<file path="src/rtl/text_grid.sv">
// Character grid fed one byte at a time from a UART, with control-code handling
// and a compile-time end-of-screen policy (wrap, scroll or hold).
module text_grid #(
    parameter int COLS = 16,
    parameter int ROWS = 4,
    parameter int MODE = 0,
    parameter logic [7:0] FILL = 8'h20,
    localparam int CW = $clog2(COLS),
    localparam int RW = $clog2(ROWS)
) (
    input  logic              clk,
    input  logic              reset,
    input  logic              byteReady,
    input  logic [7:0]        data,
    input  logic [CW-1:0]     readCol,
    output logic [ROWS*8-1:0] rowBytes,
    output logic [RW-1:0]     cursorRow,
    output logic [CW-1:0]     cursorCol,
    output logic              full,
    output logic              updated
);
    localparam logic [RW-1:0] LAST_ROW = RW'(ROWS - 1);
    localparam logic [CW-1:0] LAST_COL = CW'(COLS - 1);

    typedef enum logic [1:0] {WAIT_LOW, WAIT_HIGH, APPLY} state_t;

    state_t        stateReg, stateNext;
    logic [7:0]    byteReg;
    logic [RW-1:0] rowReg, rowNext;
    logic [CW-1:0] colReg, colNext;
    logic          fullReg, fullNext;
    logic          updReg, updNext;
    logic          doWrite, doScroll, doClear;
    logic [RW-1:0] wRow;
    logic [CW-1:0] wCol;
    logic [7:0]    wVal;
    logic          lastRow, lastCol, isPrint, colValid;

    logic [7:0] cells    [ROWS][COLS];
    logic [7:0] written  [ROWS][COLS];
    logic [7:0] nextCell [ROWS][COLS];

    assign lastRow = (rowReg == LAST_ROW);
    assign lastCol = (colReg == LAST_COL);
    assign isPrint = (byteReg >= 8'h20) && (byteReg <= 8'h7E);

    always_comb begin
        stateNext = stateReg;
        case (stateReg)
            WAIT_LOW:  if (!byteReady) stateNext = WAIT_HIGH;
            WAIT_HIGH: if (byteReady)  stateNext = APPLY;
            default:   stateNext = WAIT_LOW;
        endcase
    end

    always_comb begin
        rowNext  = rowReg;
        colNext  = colReg;
        fullNext = fullReg;
        updNext  = 1'b0;
        doWrite  = 1'b0;
        doScroll = 1'b0;
        doClear  = 1'b0;
        wRow     = rowReg;
        wCol     = colReg;
        wVal     = byteReg;
        if (stateReg == APPLY) begin
            if (isPrint) begin
                if (!fullReg) begin
                    doWrite = 1'b1;
                    updNext = 1'b1;
                    if (!lastCol) begin
                        colNext = colReg + 1'b1;
                    end else if (!lastRow) begin
                        colNext = '0;
                        rowNext = rowReg + 1'b1;
                    end else if (MODE == 1) begin
                        doScroll = 1'b1;
                        colNext  = '0;
                    end else if (MODE == 2) begin
                        fullNext = 1'b1;
                    end else begin
                        colNext = '0;
                        rowNext = '0;
                    end
                end
            end else begin
                case (byteReg)
                    8'h0A: begin
                        if (!fullReg && !(MODE == 2 && lastRow)) begin
                            updNext = 1'b1;
                            colNext = '0;
                            if (!lastRow)       rowNext = rowReg + 1'b1;
                            else if (MODE == 1) doScroll = 1'b1;
                            else                rowNext = '0;
                        end
                    end
                    8'h0D: begin
                        colNext = '0;
                        updNext = (colReg != '0);
                    end
                    8'h08: begin
                        // While full the cursor already sits on the last cell: erase it in place.
                        if (fullReg) begin
                            doWrite  = 1'b1;
                            wVal     = FILL;
                            fullNext = 1'b0;
                            updNext  = 1'b1;
                        end else if (rowReg != '0 || colReg != '0) begin
                            doWrite = 1'b1;
                            wVal    = FILL;
                            updNext = 1'b1;
                            if (colReg != '0) begin
                                colNext = colReg - 1'b1;
                            end else begin
                                colNext = LAST_COL;
                                rowNext = rowReg - 1'b1;
                            end
                            wRow = rowNext;
                            wCol = colNext;
                        end
                    end
                    8'h0C: begin
                        doClear  = 1'b1;
                        rowNext  = '0;
                        colNext  = '0;
                        fullNext = 1'b0;
                        updNext  = 1'b1;
                    end
                    default: ;
                endcase
            end
        end
    end

    // The write is folded in before the scroll so a byte landing on the last cell moves up with its row.
    for (genvar gi = 0; gi < ROWS; gi++) begin : gRow
        for (genvar gj = 0; gj < COLS; gj++) begin : gCol
            assign written[gi][gj] = (doWrite && wRow == RW'(gi) && wCol == CW'(gj)) ? wVal : cells[gi][gj];
            if (gi == ROWS - 1) begin : gLast
                assign nextCell[gi][gj] = (doClear || doScroll) ? FILL : written[gi][gj];
            end else begin : gInner
                assign nextCell[gi][gj] = doClear  ? FILL :
                                          doScroll ? written[gi+1][gj] : written[gi][gj];
            end
        end
        assign rowBytes[gi*8 +: 8] = colValid ? cells[gi][readCol] : FILL;
    end

    assign colValid = ({1'b0, readCol} < (CW + 1)'(COLS));

    always_ff @(posedge clk or posedge reset) begin
        if (reset) begin
            for (int r = 0; r < ROWS; r++)
                for (int c = 0; c < COLS; c++)
                    cells[r][c] <= FILL;
        end else begin
            cells <= nextCell;
        end
    end

    always_ff @(posedge clk or posedge reset) begin
        if (reset) begin
            stateReg <= WAIT_LOW;
            byteReg  <= 8'h00;
            rowReg   <= '0;
            colReg   <= '0;
            fullReg  <= 1'b0;
            updReg   <= 1'b0;
        end else begin
            stateReg <= stateNext;
            if (stateReg == WAIT_HIGH && byteReady) byteReg <= data;
            rowReg   <= rowNext;
            colReg   <= colNext;
            fullReg  <= fullNext;
            updReg   <= updNext;
        end
    end

    assign cursorRow = rowReg;
    assign cursorCol = colReg;
    assign full      = fullReg;
    assign updated   = updReg;
endmodule

</file>
<file path="config.mk">
export PLATFORM = sky130hd
export DESIGN_NAME = text_grid
export DESIGN_NICKNAME = d
export VERILOG_FILES = /design/src/rtl/text_grid.sv
export SDC_FILE = /design/constraint.sdc
export NUM_CORES = 1
export LEC_CHECK = 0
export ABC_AREA = 1
export CORE_UTILIZATION = 55
export CTS_BUF_LIST = sky130_fd_sc_hd__clkbuf_8
export DETAILED_ROUTE_END_ITERATION = 7
export GPL_TIMING_DRIVEN = 1
export PLACE_DENSITY = 0.81
export SYNTH_ARGS = -nofsm -noshare
export SYNTH_HDL_FRONTEND = slang
export SYNTH_SLANG_ARGS = --single-unit
export TNS_END_PERCENT = 5
</file>
<file path="constraint.sdc">
create_clock -name clk -period 17.29 [get_ports clk]
set_input_delay 3.458 -clock clk [delete_from_list [all_inputs] [get_ports clk]]
set_output_delay 3.458 -clock clk [all_outputs]
set_load 0.01 [all_outputs]
</file>
=== Word level (Yosys, flattened, before mapping) ===
Index checks and enable logic that the tools add are counted.

* Bits in registers: 529
* Word-level logic and storage cells: 428
* Input bits: 15
* Output and inout bits: 40

* $add $sub $neg: 4
* Eq/ne operators: 29
* Bitwise logic cells: 1
* Muxes and demuxes: 174
* Reductions and logical operators: 148
* $lt $le $gt $ge: 3

{| class="wikitable"
|+ Operators with widths
! kind !! count
|-
| two-way mux 8 bit || 140
|-
| nonzero test 2 bit || 65
|-
| binary-select mux 8 bit (select 4 bit) || 4
|-
| logical AND 1 bit || 70
|-
| == test 4 bit (second input constant) || 9
|-
| == test 8 x 4 -> 1 bit (second input constant) || 4
|-
| two-way mux 4 bit || 7
|-
| two-way mux 2 bit || 10
|-
| == test 4 x 3 -> 1 bit (second input constant) || 4
|-
| nonzero test 4 bit || 3
|-
| two-way mux 1 bit || 9
|-
| == test 2 bit (second input constant) || 4
|-
| == test 4 x 2 -> 1 bit (second input constant) || 2
|-
| >= comparator 8 x 6 -> 1 bit (second input constant) || 1
|-
| <= comparator 8 x 7 -> 1 bit (second input constant) || 1
|-
| one-hot mux 4 bit (2 select lines) || 1
|-
| != test 2 bit (second input constant) || 3
|-
| one-hot mux 2 bit (3 select lines) || 1
|-
| >= comparator 5 bit (second input constant) || 1
|-
| NOT 4 -> 5 bit || 1
|-
| adder 4 x 1 -> 4 bit (second input constant) || 1
|-
| == test 2 x 1 -> 1 bit (second input constant) || 2
|-
| == test 4 x 1 -> 1 bit (second input constant) || 1
|-
| zero test 2 bit || 2
|-
| 11 further kinds || 13
|}

=== Longest topological paths before layout ===
* Depth after elaboration: 11
* Mapped depth: 16
* Mapped depth without buffers: 15

=== Least setup slack after synthesis ===
No wires, ideal clock.

* Kind: input to output
* Start: input port readCol[0]
* End: output port rowBytes[15]
* Setup slack: 8.861 ns
* Arrival time: 4.971 ns
* Stages on the path: 7
* Buffers on the path: 3
* Required time: 13.832 ns
* Cells stage by stage: clkbuf_1 clkbuf_1 buf_1 o21ai_0 a21oi_1 o22ai_1 o21ai_0

* Word-level cells in the longest chain between the ends: 4

{| class="wikitable"
|+ RTL lines
! element !! line !! source
|-
| from (decl) || 15 || <nowiki>input logic [CW-1:0] readCol,</nowiki>
|-
| NOT 4 -> 5 bit (implied by the code) || 147 || <nowiki>assign rowBytes[gi*8 +: 8] = colValid ? cells[gi][readCol] : FILL;</nowiki>
|-
| binary-select mux 8 bit (select 4 bit) || 147 ||
|-
| two-way mux 8 bit (implied by the code) (2 in series) || 147 ||
|-
| to (decl) || 16 || <nowiki>output logic [ROWS*8-1:0] rowBytes,</nowiki>
|}

No other way between the ends. The select of a mux whose other input is x is not followed.

=== Final worst setup path ===
* Start: input port readCol[1]
* End: output port rowBytes[7]

Same word-level chain as after synthesis.

==> reports/qor.log <==
INFO  run_status     run_status=finished, final reports clean
INFO  routing        detail_route.drc_violations=0
INFO  cells_and_area fillCellCount=4176
INFO  cts            worstSkewPairLatency=690ps
INFO  cts            clock_tree.htree_level_count=3
INFO  routing        drt-pass1-iter-count=6
INFO  yosys          synth.yosys.seq_area_share=0.483
INFO  global_route   globalRouteOverflowTotal=0
INFO  sta            finalHoldViolCount=0
INFO  power_and_ir_drop post-layout-total-power=3310uW
INFO  critical_path  reg2reg_depth=10
INFO  sta            final.setup_skew=32.9ps
INFO  cells_and_area sequential_cell_area=13300um2
INFO  critical_path  critPathKind=input port to output pin
INFO  cts            clock_pin_slew_worst_setup_and_hold_paths=60ps
INFO  sta            timing.setup.tns=0ps
INFO  yosys          post_synth_num_cell_types=40
INFO  sta            time_the_worst_path_needs_with_i_o_delays_and_setup=10300ps
INFO  yosys          postSynth.asyncResetShare=1.00
INFO  yosys          syn-instance-count=3331
INFO  cells_and_area antenna_cells=0
INFO  cts            tritoncts=yes
INFO  cts            cts_hold_buf=0
INFO  hold_path      min_delay_path_depth=1
INFO  sta            worst_max_slew_pin_slew=1100ps
INFO  floorplan      rows=81
INFO  cells_and_area finalInstanceArea=30200um2
INFO  critical_path  critical_path.cell_chain=buf_4 > clkinv_2 > buf_4 > o21ai_0 > o22ai_1 > o21ai_0 > clkdlybuf4s50_1
INFO  sta            grt_setup_unrepaired=no
INFO  yosys          synthesis.nets=3350
INFO  yosys          mappedNetlistArea=27600um2
INFO  critical_path  timing.critical_path.slowest_stage_cell=sky130_fd_sc_hd__clkinv_2
INFO  floorplan      die-area=51000um2
INFO  routing        vias=23100
INFO  placed_design  place_area=28200um2
INFO  critical_path  critPathRequiredTime=13830ps
INFO  global_route   grt_pass1_vias=22400
INFO  sta            number_of_slew_limit_violations_in_the_final_report=0
INFO  cells_and_area multiInputGateArea=12300um2
INFO  yosys          synth-edff-count=0
INFO  power_and_ir_drop vdd.ir_drop.worst=0.0720mV
INFO  critical_path  critical_path_buf_inv_count=4
INFO  hold_path      min_path_type=register to register
INFO  routing        avgViaCountPerCell=5.74
INFO  cts            tritoncts_num_sinks=529
INFO  run            max_cap_violations=0
INFO  yosys          yosysWarningCount=0
INFO  placed_design  dp_hpwl=42100um
INFO  cts            ctsResizeCount=0
INFO  sta            hold_ws=447ps
INFO  sta            slew_headroom=0.266
INFO  cells_and_area post_route_cells_drive_above_1_share=0.139
INFO  cts            clockBufferDepth=3
INFO  sta            setup_viol=0
INFO  yosys          yosys_most_used_dff=sky130_fd_sc_hd__dfrtp_1
INFO  routing        final_antenna_net_count=0
INFO  cells_and_area final_nets=3312
INFO  routing        wirelength=71400um
INFO  critical_path  worstSetupStartpointType=input port
INFO  cts            postCtsSetupRepairBufs=0
INFO  critical_path  cp_num_cells=7
INFO  placed_design  port-buffer-count=53
INFO  global_route   wire_length_of_the_first_global_routing_pass=117000um
INFO  global_route   largest_net_degree_at_the_start_of_global_routing=183
INFO  yosys          postSynthRegisterBits=529
INFO  critical_path  cp_top_family=buffers and inverters
INFO  critical_path  critical_path.endpoint_type=output pin
INFO  power_and_ir_drop leakage=0.0158uW
INFO  floorplan      placeableCoreArea=49200um2
INFO  cts            cts_buf_count=89
INFO  floorplan      io_pins=55
INFO  sta            fmaxAchievable=0.0971GHz
INFO  cells_and_area area_growth_syn_to_layout=9.47%
INFO  floorplan      initial_core_util=0.561
INFO  global_route   gr-usage-all-layers=0.288
INFO  routing        drt-wirelength-per-cell=17.7um
INFO  sta            period_share=0.596
INFO  critical_path  cp_data_arrival_time=6840ps
INFO  cts            clock_tree_root_driver_cell=sky130_fd_sc_hd__clkbuf_8
INFO  critical_path  worstPathMaxFanout=80
INFO  critical_path  crit_path_max_incr_delay=690ps
INFO  placed_design  globalplace.congestion=0.852
INFO  floorplan      die_w=226um
INFO  floorplan      die_h=226um
INFO  routing        dr.first_iter.drc_count=2150
INFO  yosys          post_synth.cell_area_avg=8.27um2
INFO  power_and_ir_drop power.density=110nW/um2
INFO  global_route   grt_antenna_before_repair=0
[sequential cells by signal, indices dropped and copies added (netlist names)]
name	flops
cells	512
updated	1
cursorRow	2
cursorCol	4
byteReg	8
stateReg	2
[power by group]
part | leakage (uW) | internal [uW] | switching [uW] | total (uW)
combinational | 0.00759 | 190 | 499 | 689
clock | 0.00110 | 661 | 526 | 1190
sequential | 0.00710 | 1370 | 71.7 | 1440
total | 0.0158 | 2220 | 1100 | 3310
[cell usage after synthesis, types with 8 or more instances]
library cell               number  area share
sky130_fd_sc_hd__a21oi_1      148       0.027
sky130_fd_sc_hd__buf_1         48      0.0065
sky130_fd_sc_hd__buf_2         16      0.0029
sky130_fd_sc_hd__clkbuf_1     131       0.018
sky130_fd_sc_hd__dfrtp_1      465        0.42
sky130_fd_sc_hd__dfstp_2       64       0.061
sky130_fd_sc_hd__inv_1        203       0.028
sky130_fd_sc_hd__inv_2         65      0.0089
sky130_fd_sc_hd__mux2i_1      112       0.041
sky130_fd_sc_hd__nand2_1      994        0.14
sky130_fd_sc_hd__nand2_2       60       0.014
sky130_fd_sc_hd__nand2_4       24      0.0098
sky130_fd_sc_hd__nand3_1      491       0.089
sky130_fd_sc_hd__nand3_4       44       0.028
sky130_fd_sc_hd__nor2_1        89       0.012
sky130_fd_sc_hd__nor2_4         8      0.0033
sky130_fd_sc_hd__nor2_8        12      0.0087
sky130_fd_sc_hd__o211ai_1     114       0.031
sky130_fd_sc_hd__o21ai_0      183       0.033
[cells in the final DEF, fill, tap and decap left out, types with 6 or more instances in the layout]
cell type / n
sky130_fd_sc_hd__a21oi_1: 148
sky130_fd_sc_hd__buf_4: 25
sky130_fd_sc_hd__clkbuf_8: 119
sky130_fd_sc_hd__clkdlybuf4s50_1: 49
sky130_fd_sc_hd__clkinv_2: 10
sky130_fd_sc_hd__clkinvlp_4: 6
sky130_fd_sc_hd__dfrtp_1: 461
sky130_fd_sc_hd__dfstp_2: 64
sky130_fd_sc_hd__inv_1: 229
sky130_fd_sc_hd__inv_2: 65
sky130_fd_sc_hd__mux2i_1: 112
sky130_fd_sc_hd__nand2_1: 993
sky130_fd_sc_hd__nand2_2: 61
sky130_fd_sc_hd__nand2_4: 24
sky130_fd_sc_hd__nand3_1: 490
sky130_fd_sc_hd__nand3_2: 6
sky130_fd_sc_hd__nand3_4: 45
sky130_fd_sc_hd__nor2_1: 88
sky130_fd_sc_hd__nor2_4: 9
sky130_fd_sc_hd__nor2_8: 12
sky130_fd_sc_hd__o211ai_1: 114
sky130_fd_sc_hd__o21ai_0: 183
sky130_fd_sc_hd__o221ai_1: 6
[cell type report]
type,instances,share of cell area
Multi-Input combinational cell,2322,0.408
Tap cell,664,0.0275
Clock inverter,47,0.00987
Inverter,272,0.0341
Clock buffer,119,0.0543
Sequential cell,529,0.442
Timing Repair Buffer,79,0.0246
[per-layer routing]
layer | share of wire | wire length [um] | global-route usage
met1 | 0.42 | 30000 | 0.391
met2 | 0.47 | 33800 | 0.464
met3 | 0.080 | 5690 | 0.0519
met4 | 0.027 | 1940 | 0.101
met5 | 0 | 0 | 0
[final timing paths]
kind                       slack (ps)                 endpoint                     from
min in group asynchronous        3270   cells[182]$_DFFE_PP0P_                    reset
max                              6990              rowBytes[7]               readCol[1]
min                               450  stateReg[0]$_DFFE_PP0P_  stateReg[1]$_DFFE_PP0P_
max in group asynchronous       11780   cells[462]$_DFFE_PP0P_                    reset
min reg2reg                       450  stateReg[0]$_DFFE_PP0P_  stateReg[1]$_DFFE_PP0P_
max reg2reg                     12690   cells[424]$_DFFE_PP0P_   byteReg[4]$_DFFE_PP0P_
[per-stage QoR]
stage	std cells	util	worst slack [ps]
global route	4032	0.614	6930
CTS	4032	0.614	7170
detailed placement	3866	0.574	7170
global placement	3866	0.574	7200
floorplan	3331	-	6690
finish	4032	0.614	6990
[kinds of logic after synthesis]
| kind of cell | synth area share |
|---|---|
| xor+xnor | 0.00127 |
| other cells | 0.000136 |
| compound gates | 0.0982 |
| buf+inv | 0.0712 |
| fa+ha+maj | 0.00182 |
| mux | 0.0407 |
| flops | 0.483 |
| simple gates | 0.303 |
No activity file was read; power rests on OpenSTA's default activity.
